File: src/rtl/arm_lp_pkg.sv
// Shared definitions for the ARM-LP datapath control: stage encoding and
// default handshake timeout.
package arm_lp_pkg;

    localparam int unsigned STAGE_WIDTH            = 3;
    localparam int unsigned DEFAULT_TIMEOUT_CYCLES = 16;

    typedef enum logic [STAGE_WIDTH-1:0] {
        FETCH     = 3'd0,
        DECODE    = 3'd1,
        EXECUTE   = 3'd2,
        MEMORY    = 3'd3,
        WRITEBACK = 3'd4,
        HALT      = 3'd5
    } stageT;

endpackage

File: src/rtl/stage_sequencer_wait_timer.sv
// Handshake wait counter shared by the FETCH and MEMORY stages; flags expiry
// on the last allowed cycle when ready is still low.
module wait_timer #(
    parameter int unsigned TIMEOUT_CYCLES = 16
) (
    input  logic clock,
    input  logic reset,
    input  logic clear,
    input  logic count,
    input  logic ready,
    output logic expired
);

    localparam int unsigned CW = (TIMEOUT_CYCLES > 2) ? $clog2(TIMEOUT_CYCLES) : 1;
    localparam logic [CW-1:0] LAST = CW'(TIMEOUT_CYCLES - 1);

    logic [CW-1:0] count_q;
    logic [CW-1:0] count_d;

    // Saturates at LAST so an expired wait never wraps back into range.
    always_comb begin
        count_d = count_q;
        if (clear) begin
            count_d = '0;
        end else if (count && !ready && (count_q != LAST)) begin
            count_d = count_q + CW'(1);
        end
    end

    always_ff @(posedge clock) begin
        if (reset) begin
            count_q <= '0;
        end else begin
            count_q <= count_d;
        end
    end

    assign expired = count && !ready && (count_q == LAST);

endmodule

File: src/rtl/stage_sequencer.sv
// Multi-cycle phase sequencer: steps each instruction through the datapath
// stages and drives the PC, cache, ALU and register-file control strobes.
module stage_sequencer
    import arm_lp_pkg::*;
#(
    parameter int unsigned TIMEOUT_CYCLES = DEFAULT_TIMEOUT_CYCLES,
    parameter int unsigned COUNT_WIDTH    = 32
) (
    input  logic                   clock,
    input  logic                   reset,
    input  logic                   haltRequest,
    input  logic                   instrReady,
    input  logic                   dataReady,
    input  logic                   memRead,
    input  logic                   memWrite,
    input  logic                   branch,
    input  logic                   unconditionalBranch,
    input  logic                   regWriteFlag,
    input  logic                   aluZero,
    output logic                   instrReq,
    output logic                   instrLatch,
    output logic                   aluEnable,
    output logic                   dataReq,
    output logic                   regWriteEnable,
    output logic                   pcWrite,
    output logic                   pcSrc,
    output logic [STAGE_WIDTH-1:0] stage,
    output logic                   busError,
    output logic                   halted,
    output logic [COUNT_WIDTH-1:0] retiredCount
);

    stageT state_q;
    stageT state_d;

    logic memRead_q;
    logic memWrite_q;
    logic branch_q;
    logic uncondBranch_q;
    logic regWrite_q;
    logic busError_q;
    logic [COUNT_WIDTH-1:0] retired_q;

    logic timerClear;
    logic timerCount;
    logic timerReady;
    logic timerExpired;
    logic busErrorSet;

    // Kept outside the FSM block so the timer's expiry feeds next-state logic
    // without a combinational path back through the same process.
    assign timerCount = !reset && (((state_q == FETCH) && !haltRequest) || (state_q == MEMORY));
    assign timerReady = (state_q == FETCH) ? instrReady : dataReady;
    assign timerClear = (state_d != state_q);

    wait_timer #(
        .TIMEOUT_CYCLES(TIMEOUT_CYCLES)
    ) u_waitTimer (
        .clock  (clock),
        .reset  (reset),
        .clear  (timerClear),
        .count  (timerCount),
        .ready  (timerReady),
        .expired(timerExpired)
    );

    // Everything is forced low while reset is high, so an instruction caught
    // mid-flight never emits its pcWrite or register write.
    always_comb begin
        state_d        = state_q;
        instrReq       = 1'b0;
        instrLatch     = 1'b0;
        aluEnable      = 1'b0;
        dataReq        = 1'b0;
        regWriteEnable = 1'b0;
        pcWrite        = 1'b0;
        pcSrc          = 1'b0;
        halted         = 1'b0;
        busErrorSet    = 1'b0;
        if (!reset) begin
            case (state_q)
                FETCH: begin
                    if (haltRequest) begin
                        state_d = HALT;
                    end else begin
                        instrReq = 1'b1;
                        if (instrReady) begin
                            instrLatch = 1'b1;
                            state_d    = DECODE;
                        end else if (timerExpired) begin
                            busErrorSet = 1'b1;
                            state_d     = HALT;
                        end
                    end
                end
                DECODE: begin
                    state_d = EXECUTE;
                end
                EXECUTE: begin
                    aluEnable = 1'b1;
                    if (memRead_q || memWrite_q) begin
                        state_d = MEMORY;
                    end else if (branch_q || uncondBranch_q) begin
                        pcWrite = 1'b1;
                        pcSrc   = uncondBranch_q || (branch_q && aluZero);
                        state_d = FETCH;
                    end else if (regWrite_q) begin
                        state_d = WRITEBACK;
                    end else begin
                        pcWrite = 1'b1;
                        state_d = FETCH;
                    end
                end
                MEMORY: begin
                    dataReq = 1'b1;
                    if (dataReady) begin
                        if (memRead_q) begin
                            state_d = WRITEBACK;
                        end else begin
                            pcWrite = 1'b1;
                            state_d = FETCH;
                        end
                    end else if (timerExpired) begin
                        busErrorSet = 1'b1;
                        state_d     = HALT;
                    end
                end
                WRITEBACK: begin
                    regWriteEnable = 1'b1;
                    pcWrite        = 1'b1;
                    state_d        = FETCH;
                end
                HALT: begin
                    halted = 1'b1;
                end
                default: begin
                    state_d = FETCH;
                end
            endcase
        end
    end

    // Decode flags are captured once, on DECODE exit, with load-over-store and
    // unconditional-over-conditional priority already applied.
    always_ff @(posedge clock) begin
        if (reset) begin
            state_q        <= FETCH;
            memRead_q      <= 1'b0;
            memWrite_q     <= 1'b0;
            branch_q       <= 1'b0;
            uncondBranch_q <= 1'b0;
            regWrite_q     <= 1'b0;
            busError_q     <= 1'b0;
            retired_q      <= '0;
        end else begin
            state_q <= state_d;
            if (state_q == DECODE) begin
                memRead_q      <= memRead;
                memWrite_q     <= memWrite && !memRead;
                branch_q       <= branch && !unconditionalBranch;
                uncondBranch_q <= unconditionalBranch;
                regWrite_q     <= regWriteFlag;
            end
            if (busErrorSet) begin
                busError_q <= 1'b1;
            end
            if (pcWrite) begin
                retired_q <= retired_q + COUNT_WIDTH'(1);
            end
        end
    end

    assign stage        = reset ? '0 : state_q;
    assign busError     = busError_q && !reset;
    assign retiredCount = reset ? '0 : retired_q;

endmodule

File: config.mk
export PLATFORM = sky130hd
export DESIGN_NAME = stage_sequencer
export DESIGN_NICKNAME = d
export VERILOG_FILES = /design/src/rtl/arm_lp_pkg.sv /design/src/rtl/stage_sequencer_wait_timer.sv /design/src/rtl/stage_sequencer.sv
export SDC_FILE = /design/constraint.sdc
export NUM_CORES = 1
export LEC_CHECK = 0
export CAP_MARGIN = 0
export CORE_UTILIZATION = 55
export CTS_CLUSTER_DIAMETER = 50
export DETAILED_ROUTE_END_ITERATION = 7
export PLACE_DENSITY = 0.85
export SYNTH_ARGS = -nofsm -noshare
export SYNTH_HDL_FRONTEND = slang
export SYNTH_HIERARCHICAL = 1
export SYNTH_SLANG_ARGS = --single-unit
File: constraint.sdc
create_clock -name clock -period 5.2 [get_ports clock]
set_clock_uncertainty 0.2 [all_clocks]
set_input_delay 0.52 -clock clock [delete_from_list [all_inputs] [get_ports clock]]
set_output_delay 0.52 -clock clock [all_outputs]
set_load 0.02 [all_outputs]
==> results of run 1 <==
## worst max-delay path by stage
stage / start / end / slack [ps] / cells after the start
global route: state_q[1]$_SDFF_PP0_ / pcWrite / 1350 / 5
floorplan: reset / u_waitTimer/count_q[1]$_SDFFE_PP0P_ / 2450 / 12
CTS: state_q[1]$_SDFF_PP0_ / pcWrite / 1560 / 5
global placement: dataReady / pcWrite / 1690 / 6
detailed placement: dataReady / pcWrite / 1640 / 6
finish: state_q[1]$_SDFF_PP0_ / pcWrite / 1570 / 5
## placed cells by master, fill, tap and decap left out, types with 7 or more instances in the layout
cell type	synthesis	routed
o21ai_0	18	18
nand3_1	8	8
o211ai_1	8	8
nand4_1	7	7
inv_1	10	10
nor2b_1	31	31
or3_1	12	12
xor2_1	10	10
nor3_1	10	10
dfxtp_1	45	45
a21oi_1	19	19
clkdlybuf4s50_1	0	53
nor2_1	47	47
nand2_1	13	13
## logic make-up after synthesis
logic type | Yosys count | synth area share, %
adders and majority gates | 2 | 0.975
muxes | 10 | 4.19
and+or+nand+nor | 160 | 34.4
buffers and inverters | 26 | 3.80
DFF | 45 | 35.1
AOI/OAI and AO/OA | 65 | 17.1
xor gates and xnor gates | 13 | 4.44
## flip-flops by register name, summed over array words and instances, names as in the netlist
register	cells
state_q	3
uncondBranch_q	1
u_waitTimer/count_q	4
branch_q	1
memWrite_q	1
regWrite_q	1
memRead_q	1
busError_q	1
retired_q	32
## cells in the mapped netlist (all sizes together), types with 2 or more instances
master   number
dfxtp        45
a31oi         2
mux2          6
nand4         7
o31ai         3
nor2b        32
xnor2         3
buf           3
inv          10
o2111ai       6
ha            2
o21ai        18
and3          2
xor2         10
and2          3
nor2         47
nand2b        4
or4           3
nand3         8
nor4          4
clkbuf       13
mux2i         4
o211ai        8
nor3         11
a21oi        19
nand3b        2
or3          13
nor3b         3
or4b          2
and4          2
nand2        13
## worst max-delay path, delay by kind of cell, from the launching register on
kind                   cells  cell delay [ps]
flip-flops                 1              590
AND/OR/NAND/NOR            3              730
buffers and inverters      1              650
AO/OA/AOI/OAI              1              640
## power groups by stage
stage	combinational (mW)	clock, mW	sequential, mW
detailed placement	0.110	0	0.378
floorplan	0.0850	0	0.368
global route	0.122	0.292	0.373
finish	0.111	0.272	0.370
CTS	0.111	0.275	0.370
global placement	0.108	0	0.377
## cell type report
type	count	area (um2)	area share [%]
clock inverter	1	30.0	0.930
timing repair buffer	55	543	16.8
sequential	45	901	27.9
multi-input combinational	250	1570	48.5
inverter	10	37.5	1.16
clock buffer	7	86.3	2.67
tap	52	65.1	2.01
## routing by layer
metal	routed length (um)	part of all wire, %	vias to the layer above	global-route usage (%)
li1	-	-	1238	-
met1	2790	49	1156	33.5
met2	2680	47	45	39.6
met3	170	3.0	8	3.46
met4	84	1.5	0	8.22
met5	0	0	-	0
## per-stage QoR
| step | area [um2] | setup WS (ps) | util [%] | power (mW) |
|---|---|---|---|---|
| 6_report | 3230 | 1570 | 73.2 | 0.753 |
| 5_1_grt | 3230 | 1350 | 73.2 | 0.787 |
| 4_1_cts | 3230 | 1560 | 73.2 | 0.756 |
| 3_5_place_dp | 3110 | 1640 | 70.5 | 0.488 |
| 3_3_place_gp | 3110 | 1690 | 70.5 | 0.485 |
| 2_1_floorplan | 2570 | 2450 | - | 0.453 |
==> flow_metrics.tcl, run 1 <==
set metrics [dict create \
    drtIter0Drc 88 \
    hold_start "retired_q[31]$_SDFFE_PP0P_" \
    hold_ws_ps 288 \
    finalWirelength_um 5730 \
    clockRootBuffer "clkbuf_8" \
    grt_pass1_vias 2231 \
    rr_endpoint "retired_q[23]$_SDFFE_PP0P_" \
    dr.pass1.iters 4 \
    yosys-top-cells-area "dfxtp_1, nor2b_1, nor2_1, a21oi_1, o21ai_0" \
    tritoncts "built" \
    pwr-share-comb_pct 14.7 \
    setup_tns_ps 0 \
    crit_required_ps 4480 \
    synth.top_cell.area_share_pct 35.1 \
    r2r_setup_slack_ps 2260 \
    dpl.hpwl_um 4030 \
    finalHoldViolCount 0 \
    area_delta_synth_final_pct 25.9 \
    vias 2447 \
    core-area_um2 4410 \
    ys_types 49 \
    n_fill_cell 347 \
    dieArea_um2 4940 \
    antennaDiodeCount 0 \
    swShare_pct 26.1 \
    cp-start-kind "register" \
    ys_seq_area_share_pct 35.1 \
    synth_edf_count 0 \
    rows 24 \
    die_h_um 70.3 \
    numPortBuffers 54 \
    cp_slowest_cell "clkdlybuf4s50_1" \
    status "finished clean" \
    post_cts.repair.setup_buffers 0 \
    cts_htree_levels 2 \
    critPathMaxStageDelay_ps 650 \
    maxSlewHeadroom_pct 32.1 \
    hp-class "reg2reg" \
    drtAntennaViolNets 0 \
    setup_viol 0 \
    seqPwrFrac_pct 49.2 \
    fmax_ghz 0.276 \
    worstPathArrival_ps 2910 \
    clk_pin_slew_ps 80 \
    antenna_found_initial 0 \
    wl_per_cell_um 13.6 \
    cts_resized 0 \
    min_period_ps 3630 \
    chipWidth_um 70.3 \
    synth_top_area_cell "dfxtp_1" \
    final_max_slew_viol_count 0 \
    cts_hold_buf 0 \
    netlist_area_um2 2570 \
    ys.flop_type "dfxtp_1" \
    synth_cells 321 \
    synth.avg_cell_area_um2 7.99 \
    power_switching_mw 0.197 \
    synth_warnings 6 \
    place_inst 412 \
    path_common_cell "nor2_1" \
    grt_pass1_wl_um 10000 \
    crit-reg2reg-launch "state_q[1]$_SDFF_PP0_" \
    syn-num-nets 334 \
    p_per_area_nw_per_um2 233 \
    boundaryPins 55 \
    async_reset_ff_share_pct 0 \
    period_share_pct 69.8 \
    synth-seq-cells 45 \
    maxCapViolations 0 \
    min_delay_path_depth 2 \
    nets 380 \
    vias_per_cell 5.83 \
    reg2reg_depth 5 \
    grt_usage_pct 24.6 \
    holdPathEnd "retired_q[31]$_SDFFE_PP0P_" \
    cp-end-kind "output pin" \
    cts_made_buffers 5 \
    crit_fanout 16 \
    leakage_nw 1.09 \
    path_class "reg2out" \
    clock-sinks 45 \
    rsz0062_at_grt "no" \
    pwr-share-clk_pct 36.1 \
    fin_cells 420 \
    p_int_mw 0.557 \
    route.detailed.drc 0 \
    crit_chain "nand2b_1 > o32ai_4 > nor2_1 > nor2_1 > clkdlybuf4s50_1" \
    drive_gt1_share_pct 5.98 \
    gp_congestion 0.800 \
    grt_max_degree 64 \
    ir_drop_mv 0.186 \
    initial_core_util_pct 58.1 \
    worstSkewPairLatency_ps 300 \
    worstMarginPinSlew_ps 1020 \
    clockBufferDepth 2 \
    grt_overflow 0 \
]
Power figures use the tool's default switching activity.
==> run 2, diff against run 1 <==
CORE_UTILIZATION = 51   (was 55)
PLACE_DENSITY = 0.8   (was 0.85)
clock period = 3.6 ns   (was 5.2 ns; I/O delays follow)
==> flow_metrics.tcl, run 2 (same netlist as run 1, synthesis figures left out) <==
set metrics [dict create \
    setup_ws_ps 492 \
    largest_reg_flops 32 \
    area_delta_synth_final_pct 27.2 \
    worstMarginPinSlew_ps 723 \
    vias_per_cell 5.52 \
    layout_common_cells "clkdlybuf4s50_1, nor2_1, dfxtp_1, nor2b_1, a21oi_1" \
    rsz0062_at_grt "no" \
    grt_overflow 0 \
    gp_congestion 0.844 \
    initial_core_util_pct 53.6 \
    chipWidth_um 72.9 \
    tritoncts "built" \
    grt_pass1_wl_um 9320 \
    reg_top3 "retired_q: 32 flops, u_waitTimer/count_q: 4 flops, state_q: 3 flops" \
    crit_required_ps 3040 \
    cp-end-kind "output pin" \
    drive_gt1_share_pct 6.76 \
    cp_top_family "buffers and inverters" \
    min_period_ps 3110 \
    vias 2414 \
    clockBufferDepth 2 \
    dieArea_um2 5320 \
    finalHoldViolCount 0 \
    dpl-instance-area_um2 3150 \
    path_common_cell "nor2_1" \
    cts_hold_buf 0 \
    maxCapViolations 0 \
    final_common_cell "clkdlybuf4s50_1" \
    crit_chain "nand2b_1 > nor3_4 > buf_4 > nor2_1 > nor2_1 > clkdlybuf4s50_1" \
    cts_made_buffers 5 \
    route.detailed.drc 0 \
    post_cts.repair.setup_buffers 0 \
    top_register "retired_q" \
    ir_drop_mv 0.283 \
    clk_pin_slew_ps 80 \
    drtAntennaViolNets 0 \
    clockRootBuffer "clkbuf_8" \
    dr.pass1.iters 4 \
    boundaryPins 55 \
    fmax_ghz 0.322 \
    path_class "reg2out" \
    setup_viol 0 \
    cp-start-kind "register" \
    critPathMaxStageDelay_ps 650 \
    p_per_area_nw_per_um2 333 \
    leakage_nw 1.10 \
    hp-class "in2reg" \
    antenna_found_initial 0 \
    die_h_um 72.9 \
    dpl.hpwl_um 4050 \
    wl_per_cell_um 12.7 \
    critical_path_buf_inv_count 2 \
    numPortBuffers 54 \
    worstSkewPairLatency_ps 300 \
    worstPathArrival_ps 2550 \
    hold_ws_ps 201 \
    finalWirelength_um 5560 \
    status "finished clean" \
    crit_fanout 16 \
    clock-sinks 45 \
    drtIter0Drc 136 \
    cp_slowest_cell "clkdlybuf4s50_1" \
    antennaDiodeCount 0 \
    grt_max_degree 75 \
    pre_cts_ws_ps 768 \
    design_area_um2 3260 \
    nets 382 \
    setup_tns_ps 0 \
    core-area_um2 4790 \
    grt_usage_pct 22.1 \
    rows 25 \
    period_share_pct 86.3 \
    n_fill_cell 418 \
    cts_htree_levels 2 \
    cts_resized 0 \
    final_max_slew_viol_count 0 \
    maxSlewHeadroom_pct 51.6 \
    grt_pass1_vias 2059 \
]
==> run 2: stage by stage <==
stage,util (%),cells,power (mW)
final,68.2,437,1.09
after global routing,68.2,437,1.13
after CTS,68.2,437,1.09
after detailed placement,65.8,429,0.708
after global placement,65.8,429,0.704
after floorplan,-,321,0.655
==> run 2: path summary, 6_finish.rpt <==
check	startpoint	to	slack [ps]	depth (start not counted)
worst max-delay path	state_q[1]$_SDFF_PP0_	pcWrite	490	6
worst min-delay path	reset	memRead_q$_SDFFE_PP0P_	200	2
worst max register to register	state_q[0]$_SDFF_PP0_	u_waitTimer/count_q[0]$_SDFFE_PP0P_	710	11
worst min register to register	busError_q$_SDFFE_PP0P_	busError_q$_SDFFE_PP0P_	270	2
==> run 2: worst reg2reg max path, delay by kind of cell (launching register included) <==
family | cells | cell delay [ps]
flip-flops | 1 | 470
AND/OR/NAND/NOR | 8 | 1540
AO/OA/AOI/OAI | 3 | 590
==> run 2: metal layers <==
metal	part of all wire (%)	global-route usage, %	wire length (um)
met3	2.9	4.56	164
met4	1.5	5.66	82
met5	0	0	0
met1	51	30.7	2830
met2	45	35.1	2490
==> run 2: area by class of cell <==
cell class	count	area [um2]	area share (%)
Clock buffer	5	68.8	2.11
Sequential cell	45	901	27.6
Clock inverter	3	46.3	1.42
Multi-Input combinational cell	250	1570	48.0
Timing Repair Buffer	57	558	17.1
Inverter	10	37.5	1.15
Tap cell	67	83.8	2.57
==> run 2: power breakdown <==
part,switching (mW),internal [mW],leakage [nW]
combinational,0.0930,0.0709,0.678
sequential,0.0240,0.510,0.363
clock,0.180,0.208,0.0543
